<file path="src/rtl/gomoku_kb_pkg.sv">
// Shared keypad types: debounce state and frame-result encodings, plus the row decoder
// used by every block that samples the keypad rows.
package gomoku_kb_pkg;

  typedef enum logic [1:0] {
    StReleased    = 2'd0,
    StPressPend   = 2'd1,
    StPressed     = 2'd2,
    StReleasePend = 2'd3
  } db_state_e;

  typedef enum logic [1:0] {
    FrNone   = 2'd0,
    FrSingle = 2'd1,
    FrMulti  = 2'd2
  } frame_res_e;

  typedef struct packed {
    frame_res_e  res;
    logic [1:0]  row_idx;
  } row_dec_t;

  // Rows are active-low with row0 on bit 3.
  function automatic row_dec_t row_decode(input logic [3:0] row);
    row_dec_t d;
    d.res     = FrNone;
    d.row_idx = 2'd0;
    case (row)
      4'b1111: d.res = FrNone;
      4'b0111: begin d.res = FrSingle; d.row_idx = 2'd0; end
      4'b1011: begin d.res = FrSingle; d.row_idx = 2'd1; end
      4'b1101: begin d.res = FrSingle; d.row_idx = 2'd2; end
      4'b1110: begin d.res = FrSingle; d.row_idx = 2'd3; end
      default: d.res = FrMulti;
    endcase
    return d;
  endfunction

  // Active-low one-hot column drive with col0 on bit 3.
  function automatic logic [3:0] col_drive(input logic [1:0] idx);
    return ~(4'b1000 >> idx);
  endfunction

endpackage

</file>
<file path="src/rtl/gomoku_kb_debounce.sv">
// Frame-rate debounce FSM: turns per-frame scan results into one event per press and a
// held level that lasts until the debounced release.
module gomoku_kb_debounce
  import gomoku_kb_pkg::*;
#(
  parameter int unsigned DEBOUNCE_FRAMES = 3
) (
  input  logic       i_clk,
  input  logic       i_clr,
  input  logic       i_frame_valid,
  input  frame_res_e i_frame_res,
  input  logic [3:0] i_frame_code,
  output logic       o_key_valid,
  output logic [3:0] o_key_code,
  output logic       o_key_held
);

  localparam int unsigned CntW = $clog2(DEBOUNCE_FRAMES + 1);
  localparam logic [CntW-1:0] CntMax = CntW'(DEBOUNCE_FRAMES);
  localparam logic [CntW-1:0] CntOne = CntW'(1);

  db_state_e       r_state, w_state_d;
  logic [3:0]      r_cand, w_cand_d;
  logic [CntW-1:0] r_cnt, w_cnt_d, w_cnt_inc;
  logic            r_valid, w_event;
  logic [3:0]      r_code;
  logic            w_hit, w_none;

  assign w_hit     = (i_frame_res == FrSingle);
  assign w_none    = (i_frame_res == FrNone);
  assign w_cnt_inc = (r_cnt == CntMax) ? r_cnt : r_cnt + CntOne;

  always_comb begin
    w_state_d = r_state;
    w_cand_d  = r_cand;
    w_cnt_d   = r_cnt;
    w_event   = 1'b0;
    if (i_frame_valid) begin
      case (r_state)
        StReleased: begin
          if (w_hit) begin
            w_cand_d = i_frame_code;
            if (CntOne == CntMax) begin
              w_state_d = StPressed;
              w_cnt_d   = '0;
              w_event   = 1'b1;
            end else begin
              w_state_d = StPressPend;
              w_cnt_d   = CntOne;
            end
          end
        end
        StPressPend: begin
          if (w_hit && (i_frame_code == r_cand)) begin
            if (w_cnt_inc == CntMax) begin
              w_state_d = StPressed;
              w_cnt_d   = '0;
              w_event   = 1'b1;
            end else begin
              w_cnt_d = w_cnt_inc;
            end
          end else if (w_hit) begin
            w_cand_d = i_frame_code;
            w_cnt_d  = CntOne;
          end else begin
            w_state_d = StReleased;
            w_cnt_d   = '0;
          end
        end
        StPressed: begin
          if (w_none) begin
            if (CntOne == CntMax) begin
              w_state_d = StReleased;
              w_cnt_d   = '0;
            end else begin
              w_state_d = StReleasePend;
              w_cnt_d   = CntOne;
            end
          end
        end
        StReleasePend: begin
          if (w_none) begin
            if (w_cnt_inc == CntMax) begin
              w_state_d = StReleased;
              w_cnt_d   = '0;
            end else begin
              w_cnt_d = w_cnt_inc;
            end
          end else begin
            w_state_d = StPressed;
            w_cnt_d   = '0;
          end
        end
        default: begin
          w_state_d = StReleased;
          w_cnt_d   = '0;
        end
      endcase
    end
  end

  always_ff @(posedge i_clk) begin
    if (i_clr) begin
      r_state <= StReleased;
      r_cand  <= 4'd0;
      r_cnt   <= '0;
      r_valid <= 1'b0;
      r_code  <= 4'd0;
    end else begin
      r_state <= w_state_d;
      r_cand  <= w_cand_d;
      r_cnt   <= w_cnt_d;
      r_valid <= w_event;
      if (w_event) r_code <= w_cand_d;
    end
  end

  assign o_key_valid = r_valid;
  assign o_key_code  = r_code;
  assign o_key_held  = (r_state == StPressed) || (r_state == StReleasePend);

endmodule

</file>
<file path="src/rtl/gomoku_kb_input_ctrl.sv">
// 4x4 keypad front end: column scanner, per-frame hit accumulator, debounce and the
// X/Y coordinate latch feeding the move logic.
module gomoku_kb_input_ctrl
  import gomoku_kb_pkg::*;
#(
  parameter int unsigned SCAN_DIV        = 8,
  parameter int unsigned DEBOUNCE_FRAMES = 3
) (
  input  logic       clk,
  input  logic       rst,
  input  logic       en,
  input  logic [3:0] keyboard_row,
  output logic [3:0] keyboard_col,
  output logic       key_valid,
  output logic [3:0] key_code,
  output logic       key_held,
  input  logic       pos_clear,
  output logic [2:0] pos_x,
  output logic [2:0] pos_y,
  output logic       pos_x_set,
  output logic       pos_y_set,
  output logic       pos_ready
);

  localparam int unsigned SlotW = $clog2(SCAN_DIV);
  localparam logic [SlotW-1:0] SlotLast = SlotW'(SCAN_DIV - 1);

  logic             w_clr;
  logic             r_run;
  logic [1:0]       r_col_idx;
  logic [SlotW-1:0] r_slot;
  frame_res_e       r_acc_res, w_acc_res, r_fr_res;
  logic [3:0]       r_acc_code, w_acc_code, r_fr_code;
  logic             r_fr_valid;
  row_dec_t         w_dec;
  logic [2:0]       r_pos_x, r_pos_y;
  logic             r_x_set, r_y_set, w_x_set_d, w_y_set_d;

  assign w_clr = rst | ~en;
  assign w_dec = row_decode(keyboard_row);

  // Fold this slot's sample into the running frame result.
  always_comb begin
    w_acc_res  = r_acc_res;
    w_acc_code = r_acc_code;
    if (w_dec.res == FrMulti) begin
      w_acc_res = FrMulti;
    end else if (w_dec.res == FrSingle) begin
      if (r_acc_res == FrNone) begin
        w_acc_res  = FrSingle;
        w_acc_code = {w_dec.row_idx, r_col_idx};
      end else begin
        w_acc_res = FrMulti;
      end
    end
  end

  always_ff @(posedge clk) begin
    if (w_clr) begin
      r_run      <= 1'b0;
      r_col_idx  <= 2'd0;
      r_slot     <= '0;
      r_acc_res  <= FrNone;
      r_acc_code <= 4'd0;
      r_fr_valid <= 1'b0;
      r_fr_res   <= FrNone;
      r_fr_code  <= 4'd0;
    end else begin
      r_run      <= 1'b1;
      r_fr_valid <= 1'b0;
      if (r_run) begin
        if (r_slot == SlotLast) begin
          r_slot    <= '0;
          r_col_idx <= r_col_idx + 2'd1;
          if (r_col_idx == 2'd3) begin
            r_fr_valid <= 1'b1;
            r_fr_res   <= w_acc_res;
            r_fr_code  <= w_acc_code;
            r_acc_res  <= FrNone;
            r_acc_code <= 4'd0;
          end else begin
            r_acc_res  <= w_acc_res;
            r_acc_code <= w_acc_code;
          end
        end else begin
          r_slot <= r_slot + SlotW'(1);
        end
      end
    end
  end

  assign keyboard_col = r_run ? col_drive(r_col_idx) : 4'hF;

  gomoku_kb_debounce #(
    .DEBOUNCE_FRAMES (DEBOUNCE_FRAMES)
  ) u_debounce (
    .i_clk         (clk),
    .i_clr         (w_clr),
    .i_frame_valid (r_fr_valid),
    .i_frame_res   (r_fr_res),
    .i_frame_code  (r_fr_code),
    .o_key_valid   (key_valid),
    .o_key_code    (key_code),
    .o_key_held    (key_held)
  );

  // A clear coincident with a key event loses to the event for the field just keyed.
  always_comb begin
    w_x_set_d = pos_clear ? 1'b0 : r_x_set;
    w_y_set_d = pos_clear ? 1'b0 : r_y_set;
    if (key_valid) begin
      if (key_code[3]) w_x_set_d = 1'b1;
      else             w_y_set_d = 1'b1;
    end
  end

  always_ff @(posedge clk) begin
    if (w_clr) begin
      r_pos_x <= 3'd0;
      r_pos_y <= 3'd0;
      r_x_set <= 1'b0;
      r_y_set <= 1'b0;
    end else begin
      r_x_set <= w_x_set_d;
      r_y_set <= w_y_set_d;
      if (key_valid && key_code[3])  r_pos_x <= key_code[2:0];
      if (key_valid && !key_code[3]) r_pos_y <= key_code[2:0];
    end
  end

  assign pos_x     = r_pos_x;
  assign pos_y     = r_pos_y;
  assign pos_x_set = r_x_set;
  assign pos_y_set = r_y_set;
  assign pos_ready = r_x_set & r_y_set;

endmodule

</file>
<file path="config.mk">
export PLATFORM = sky130hd
export DESIGN_NAME = gomoku_kb_input_ctrl
export DESIGN_NICKNAME = d
export VERILOG_FILES = /design/src/rtl/gomoku_kb_pkg.sv /design/src/rtl/gomoku_kb_debounce.sv /design/src/rtl/gomoku_kb_input_ctrl.sv
export SDC_FILE = /design/constraint.sdc
export NUM_CORES = 1
export LEC_CHECK = 0
export CORE_ASPECT_RATIO = 1.75
export CORE_MARGIN = 2
export CORE_UTILIZATION = 54
export DETAILED_ROUTE_END_ITERATION = 8
export PLACE_DENSITY = 0.79
export SYNTH_ARGS = -nofsm -noshare
export SYNTH_HDL_FRONTEND = slang
export SYNTH_SLANG_ARGS = --single-unit
</file>
<file path="constraint.sdc">
create_clock -name clk -period 1.9 [get_ports clk]
set_clock_uncertainty 0.1 [all_clocks]
set_input_delay 0.38 -clock clk [delete_from_list [all_inputs] [get_ports clk]]
set_output_delay 0.38 -clock clk [all_outputs]
set_load 0.01 [all_outputs]
</file>
==> impl_metrics.tcl, run 1 <==
set metrics [dict create \
    drt_iter0_drc 13 \
    period_minus_slack_ns 1.80 \
    ys_seq_elements 40 \
    hold_slack_ns 0.355 \
    netlist_instances 225 \
    crit_chain "clkdlybuf4s50_1" \
    dp_slack_ns -0.269 \
    crit_fanout 6 \
    drv_cap 0 \
    drt-pass1-iter-count 4 \
    core_area_um2 3560 \
    pin_count 27 \
    fin_cells 303 \
    detail-route-antenna-nets 0 \
    vdd_drop_max_mv 0.691 \
    required_ns 1.42 \
    postCtsSetupBuffers 0 \
    synthArstFlopShare_pct 0 \
    yosys_warnings 0 \
    synth_top_area_share_pct 40.7 \
    die_w_um 49.6 \
    gp_congestion 0.881 \
    hold_viol_final 0 \
    ys_types 48 \
    vias 1668 \
    ys_seq_area_share_pct 40.7 \
    worstMarginPinSlew_ns 0.436 \
    period_share_pct 94.5 \
    max_freq_mhz 557 \
    syn_nets 239 \
    cp_slowest_cell "clkdlybuf4s50_1" \
    syn_area_um2 1970 \
    grt_setup_unrepaired "false" \
    critical_path_class "reg2out" \
    crit_arrival_ns 1.32 \
    synth_edf_count 0 \
    synth.avg_cell_area_um2 8.75 \
    clock_sinks 40 \
    layout-drive-gt1-share_pct 10.5 \
    startpoint "u_debounce.r_state[1]" \
    grt_max_degree 25 \
    path_clk_slew_ns 0.08 \
    synth.most_common_cell "dfxtp_1" \
    n_antenna_cell 0 \
    final_nets 270 \
    crit_buf_inv 1 \
    grt_pass1_vias 1622 \
    slew-limit-headroom_pct 70.8 \
    setup_violations 0 \
    antenna_found_initial 0 \
    leakage_nw 0.946 \
    place_inst 295 \
    io_buffers 26 \
    grt_pass1_wl_um 7000 \
    yosys.area.top_type "dfxtp_1" \
    drc 0 \
    die_area_um2 4160 \
    cp_top_family "buffers and inverters" \
    cellPowerDensity_nw_per_um2 673 \
    clockBufferDepth 2 \
    hold_start "pos_x[1]" \
    routed_wl_um 4000 \
    wl_per_cell_um 13.2 \
    tritoncts "built" \
    synthFlopType "dfxtp_1" \
    insertion_delay_ns 0.30 \
    start_util_pct 55.3 \
    fp-row-count 29 \
    yosys-top-cells-count "40 x dfxtp_1, 28 x nand2_1, 21 x nor2_1" \
    endpoint_kind "primary output" \
    overflow 0 \
    outcome "complete, no violations" \
    reg2reg_from "r_fr_code[1]" \
    fp.dieH_um 83.9 \
    fin_ws_ns 0.104 \
    vias_per_cell 5.50 \
    post-route-util_pct 69.0 \
    area_growth_pct 24.6 \
    cts_root_buf "clkbuf_8" \
    cpPeakStageDelay_ns 0.58 \
    cts-hold-fix-buffers 0 \
    numCtsBuffers 5 \
    cts_max_level 2 \
    grt_usage_pct 21.7 \
    dp_hpwl_um 3050 \
    hp-class "reg2reg" \
    ys_top_cells_by_area "dfxtp_1 41%, nand2_1 5.3%, mux2i_1 5.1%" \
    slew_viol_final 0 \
    seq_area_um2 806 \
    worstSetupStartpointType "flip-flop" \
    fillCellCount 324 \
    multi_input_area_um2 1080 \
]
## power by group
group | internal (mW) | leakage, nW | switching (mW) | total (mW)
Clock | 0.396 | 0.0548 | 0.319 | 0.715
Sequential | 0.838 | 0.324 | 0.00378 | 0.842
Combinational | 0.0480 | 0.568 | 0.0460 | 0.0940
## layer usage
metal  track usage, %  vias to the layer above  share of wire (%)  wire (um)
li1                 -                      852                  -          -
met1             20.1                      782                 37       1480
met2             41.7                       28                 58       2320
met3             4.84                        6                2.6        104
met4             11.4                        0                2.4         96
met5                0                        -                  0          0
## cells in the final DEF (no fill, tap or decap), types with 2 or more instances in the layout
cell type	count
dlygate4sd2_1	4
ha_1	6
a21o_1	2
xnor2_1	4
nand4_1	2
a21oi_1	12
dfxtp_1	38
a22o_1	2
and2_1	5
clkbuf_8	5
nand3_1	7
clkdlybuf4s50_1	20
nand2_1	28
nand2b_1	5
and3_1	3
o21ai_0	9
nor4b_1	2
buf_4	10
inv_1	9
nor2_1	21
a211oi_1	2
nor3_1	2
mux2_1	3
o21a_1	2
o211ai_1	3
a31oi_1	5
xor2_1	4
mux2i_1	10
dlymetal6s2s_1	2
nor2b_1	2
nand4b_1	3
## final timing paths
path                               to  slack [ns]  cells after the start
min                          pos_x[1]        0.35                      2
max                          key_held        0.10                      1
max reg2reg  u_debounce.o_key_code[0]        0.21                      4
min reg2reg                  pos_x[1]        0.35                      2
## metrics by stage
step / cell area [um^2] / power (mW) / setup TNS (ns)
finish: 2450 / 1.65 / 0
global route: 2450 / 1.71 / 0
floorplan: 1970 / 0.915 / 0
CTS: 2440 / 1.66 / 0
detailed placement: 2330 / 0.958 / -1.48
global placement: 2330 / 0.956 / -0.998
## state kept, by name, indices dropped and copies added, names as in the netlist
signal and flops:
u_debounce.r_cnt 2, pos_x 3, r_fr_valid 1, pos_y 3, pos_y_set 1, r_slot 3, r_fr_res 2, r_run 1
r_fr_code 4, u_debounce.o_key_valid 1, r_acc_code 4, u_debounce.r_cand 4, r_col_idx 2, pos_x_set 1, u_debounce.r_state 2, r_acc_res 2
u_debounce.o_key_code 4
## timing repair
action | CTS | global route
endpoints found under the setup margin | 4 | 4
cloned | 0 | 0
resized for setup | 7 | 3
## logic make-up (layout without fill, tap and decap cells)
kind of cell,after synthesis,after routing,synth area share [%]
flip-flops,40,40,40.7
XOR/XNOR,8,8,3.56
adder cells (fa/ha/maj),7,7,4.32
buffers and inverters,22,54,4.51
multiplexers,13,13,6.80
AND/OR/NAND/NOR,86,86,23.6
AO/OA/AOI/OAI,49,49,16.5
## area by class of cell
| class | count | share of cell area [%] |
|---|---|---|
| multi-input combinational | 163 | 44.2 |
| sequential | 40 | 32.9 |
| timing repair buffer | 37 | 14.5 |
| clock buffer | 5 | 2.81 |
| tap | 46 | 2.35 |
| clock inverter | 3 | 1.89 |
| inverter | 9 | 1.38 |
No activity file was read; power rests on OpenSTA's default activity.
==> inputs of run 2 (changes only) <==
Settings changed: MAX_ROUTING_LAYER from default to met4.
==> impl_metrics.tcl, run 2 (same netlist as run 1, synthesis figures left out) <==
set metrics [dict create \
    finalSetupTns_ns 0 \
    cts_root_buf "clkbuf_8" \
    crit_fanout 6 \
    grt_pass1_wl_um 7000 \
    period_share_pct 94.5 \
    crit_arrival_ns 1.32 \
    layout-drive-gt1-share_pct 10.5 \
    n_antenna_cell 0 \
    cp.depth 1 \
    reg2reg_from "r_fr_code[1]" \
    final_nets 270 \
    core_area_um2 3560 \
    overflow 0 \
    fp-row-count 29 \
    max_freq_mhz 557 \
    fp.dieH_um 83.9 \
    clockBufferDepth 2 \
    reg2reg_slack_ns 0.21 \
    worstSetupStartpointType "flip-flop" \
    reg2reg_depth 4 \
    fillCellCount 324 \
    drt-pass1-iter-count 4 \
    cellPowerDensity_nw_per_um2 673 \
    startpoint "u_debounce.r_state[1]" \
    cp_top_family "buffers and inverters" \
    area_growth_pct 24.6 \
    grt_usage_pct 22.3 \
    die_w_um 49.6 \
    slew_viol_final 0 \
    cp_slowest_cell "clkdlybuf4s50_1" \
    r2r_end "u_debounce.o_key_code[0]" \
    outcome "complete, no violations" \
    drt_iter0_drc 13 \
    leakage_nw 0.946 \
    critical_path_class "reg2out" \
    gp_congestion 0.896 \
    io_buffers 26 \
    endpoint_kind "primary output" \
    crit_chain "clkdlybuf4s50_1" \
    vdd_drop_max_mv 0.690 \
    numCtsBuffers 5 \
    grt_max_degree 25 \
    cts_max_level 2 \
    layout_common_cells "38 x dfxtp_1, 28 x nand2_1, 21 x nor2_1" \
    setup_violations 0 \
    pin_count 27 \
    slew-limit-headroom_pct 70.9 \
    vias_per_cell 5.52 \
    start_util_pct 55.3 \
    tritoncts "built" \
    fin_cells 303 \
    vias 1673 \
    required_ns 1.42 \
    dp_hpwl_um 3050 \
    drc 0 \
    drv_cap 0 \
    hold_viol_final 0 \
    detail-route-antenna-nets 0 \
    cpPeakStageDelay_ns 0.58 \
    grt_setup_unrepaired "false" \
    cp-endpoint "key_held" \
    grt_pass1_vias 1622 \
    hp-class "reg2reg" \
    clock_sinks 40 \
    final_common_cell "dfxtp_1" \
    place_inst 295 \
    routed_wl_um 3990 \
    die_area_um2 4160 \
    wl_per_cell_um 13.2 \
    antenna_found_initial 0 \
    path_clk_slew_ns 0.08 \
    cts-hold-fix-buffers 0 \
    insertion_delay_ns 0.30 \
    crit_buf_inv 1 \
    worstMarginPinSlew_ns 0.435 \
    period_minus_slack_ns 1.80 \
]
-- run 2: per-stage QoR --
step / power (mW) / setup WS, ns / hold WS (ns) / area, um^2 / util, %
after floorplan: 0.915 / 0.313 / 0.343 / 1970 / -
after global placement: 0.956 / -0.188 / 0.340 / 2330 / 65.4
after detailed placement: 0.958 / -0.269 / 0.343 / 2330 / 65.4
after CTS: 1.66 / 0.0344 / 0.355 / 2440 / 68.6
after global routing: 1.71 / 0.0479 / 0.384 / 2450 / 69.0
final: 1.65 / 0.104 / 0.355 / 2450 / 69.0
-- run 2: final cells by class --
cell class                 instances  area, um^2  share of cell area, %
multi-input combinational        163        1080                   44.2
tap                               46        57.6                   2.35
inverter                           9        33.8                   1.38
sequential                        40         806                   32.9
clock buffer                       5        68.8                   2.81
timing repair buffer              37         355                   14.5
clock inverter                     3        46.3                   1.89
-- run 2: how the worst min path moves through the flow --
stage | startpoint | endpoint | slack, ns | cells past startpoint
3_3_place_gp | pos_x[0] | pos_x[0] | 0.34 | 2
6_report | pos_x[1] | pos_x[1] | 0.35 | 2
3_5_place_dp | pos_x[1] | pos_x[1] | 0.34 | 2
5_1_grt | pos_x[1] | pos_x[1] | 0.38 | 2
2_1_floorplan | r_acc_code[2] | r_acc_code[2] | 0.34 | 2
4_1_cts | pos_x[1] | pos_x[1] | 0.35 | 2
-- run 2: timing repair --
| action | 4_1_cts | 5_1_grt |
|---|---|---|
| buffers inserted | 0 | 0 |
| gates resized for setup | 7 | 3 |
| endpoints found under the setup margin | 4 | 4 |
-- run 2: power by group --
part	internal [mW]	switching, mW
combinational	0.0480	0.0460
clock	0.396	0.319
sequential	0.838	0.00378
total	1.28	0.369
-- run 2: per-layer routing --
metal	vias up	track usage [%]	share of wire, %	wire length, um
li1	854	-	-	-
met1	785	20.1	37	1460
met2	28	41.7	58	2330
met3	6	4.84	2.7	107
met4	0	11.4	2.4	96
met5	-	-	0	0
==> inputs of run 3 (changes only) <==
Settings changed: PLACE_DENSITY 0.79 to 0.76.
==> impl_metrics.tcl, run 3 (same netlist as run 1, synthesis figures left out) <==
set metrics [dict create \
    outcome "complete, no violations" \
    hold_start "pos_x[0]" \
    detail-route-antenna-nets 0 \
    clockBufferDepth 2 \
    critical_path_class "reg2out" \
    insertion_delay_ns 0.29 \
    routed_wl_um 4080 \
    start_util_pct 55.3 \
    clockPowerShare_pct 36.3 \
    dp_slack_ns -0.202 \
    cts_max_level 2 \
    core_area_um2 3560 \
    switching_share_pct 23.0 \
    pwr-share-comb_pct 6.8 \
    die_area_um2 4160 \
    hp-class "reg2reg" \
    path_clk_slew_ns 0.08 \
    cellPowerDensity_nw_per_um2 603 \
    cts_root_buf "clkbuf_8" \
    final_common_cell "dfxtp_1" \
    power_switching_uw 340 \
    reg2reg_from "r_fr_code[1]" \
    grt_pass1_wl_um 6890 \
    antenna_found_initial 0 \
    multi_input_area_um2 1100 \
    vias_per_cell 5.45 \
    slew-limit-headroom_pct 71.8 \
    grt_pass1_vias 1613 \
    grt_max_degree 13 \
    worstMarginPinSlew_ns 0.418 \
    vias 1673 \
    drt-pass1-iter-count 4 \
    area_growth_pct 24.6 \
    final_nets 275 \
    fp.dieH_um 83.9 \
    endpoint_kind "primary output" \
    grt_setup_unrepaired "false" \
    fp-row-count 29 \
    drc 0 \
    layout-drive-gt1-share_pct 12.6 \
    vdd_drop_max_mv 0.548 \
    tritoncts "built" \
    layout_common_cells "38 x dfxtp_1, 28 x nand2_1, 22 x clkdlybuf4s50_1" \
    max_freq_mhz 558 \
    hold_slack_ns 0.349 \
    crit_fanout 3 \
    leakage_nw 0.939 \
    startpoint "pos_x_set" \
    pin_count 27 \
    period_minus_slack_ns 1.79 \
    hold_viol_final 0 \
    io_buffers 26 \
    wl_per_cell_um 13.3 \
    required_ns 1.42 \
    die_w_um 49.6 \
    p_int_mw 1.14 \
    setup_violations 0 \
    drt_iter0_drc 23 \
    period_share_pct 94.3 \
    drv_cap 0 \
    fin_ws_ns 0.108 \
    power.share.sequential_pct 57.0 \
    overflow 0 \
    n_antenna_cell 0 \
    seq_area_um2 806 \
    clock_sinks 40 \
    dp_hpwl_um 3200 \
    fillCellCount 329 \
    numCtsBuffers 5 \
    worstSetupStartpointType "flip-flop" \
    crit_arrival_ns 1.31 \
    gp_congestion 0.866 \
    grt_usage_pct 22.0 \
    slew_viol_final 0 \
]
==> run 3: power groups by stage <==
stage | Combinational [mW] | Sequential [mW] | Clock, mW
after global placement | 0.0966 | 0.863 | 0
after floorplan | 0.0552 | 0.860 | 0
after CTS | 0.0976 | 0.842 | 0.547
after global routing | 0.109 | 0.842 | 0.582
after detailed placement | 0.0976 | 0.863 | 0
final | 0.0998 | 0.842 | 0.536
==> run 3: area by class of cell <==
| type | count | share of cell area [%] |
|---|---|---|
| repair buffers | 42 | 15.3 |
| flip-flops and latches | 40 | 32.9 |
| clock inverters | 2 | 0.510 |
| clock buffers | 5 | 2.81 |
| well taps | 46 | 2.35 |
| inverters | 9 | 1.38 |
| multi-input cells | 163 | 44.8 |
==> run 3: timing repair <==
action	in CTS	in global routing
cloned	0	0
resized for setup	7	3
setup buffers	0	0
hold buffers	0	0
endpoints found under the setup margin	4	3
==> run 3: routing by layer <==
layer  global-route usage (%)  vias up  share of wire [%]
met5                        -        -                  0
met4                     11.1        0                2.8
met3                     4.84       10                2.7
met2                     41.0       30                 55
met1                     19.8      771                 39
li1                         -      862                  -
==> run 3: final timing paths <==
| kind | end | slack (ns) | cells past startpoint |
|---|---|---|---|
| min reg2reg | pos_x[0] | 0.35 | 2 |
| max reg2reg | u_debounce.o_key_code[3] | 0.21 | 4 |
| min | pos_x[0] | 0.35 | 2 |
| max | pos_ready | 0.11 | 2 |
==> run 3: critical path, cell delays in order (launching register included) <==
cell             delay (ns)
dfxtp_1                0.35
and2_1                 0.14
clkdlybuf4s50_1        0.53
==> run 3: stage by stage <==
| stage | instances | util (%) | power [mW] | area (um^2) | setup TNS, ns |
|---|---|---|---|---|---|
| global placement | 300 | 66.1 | 0.960 | 2350 | -0.809 |
| floorplan | 225 | - | 0.915 | 1970 | 0 |
| detailed placement | 300 | 66.1 | 0.961 | 2350 | -1.18 |
| CTS | 307 | 68.4 | 1.49 | 2430 | 0 |
| finish | 307 | 69.0 | 1.48 | 2450 | 0 |
| global route | 307 | 69.0 | 1.53 | 2450 | 0 |
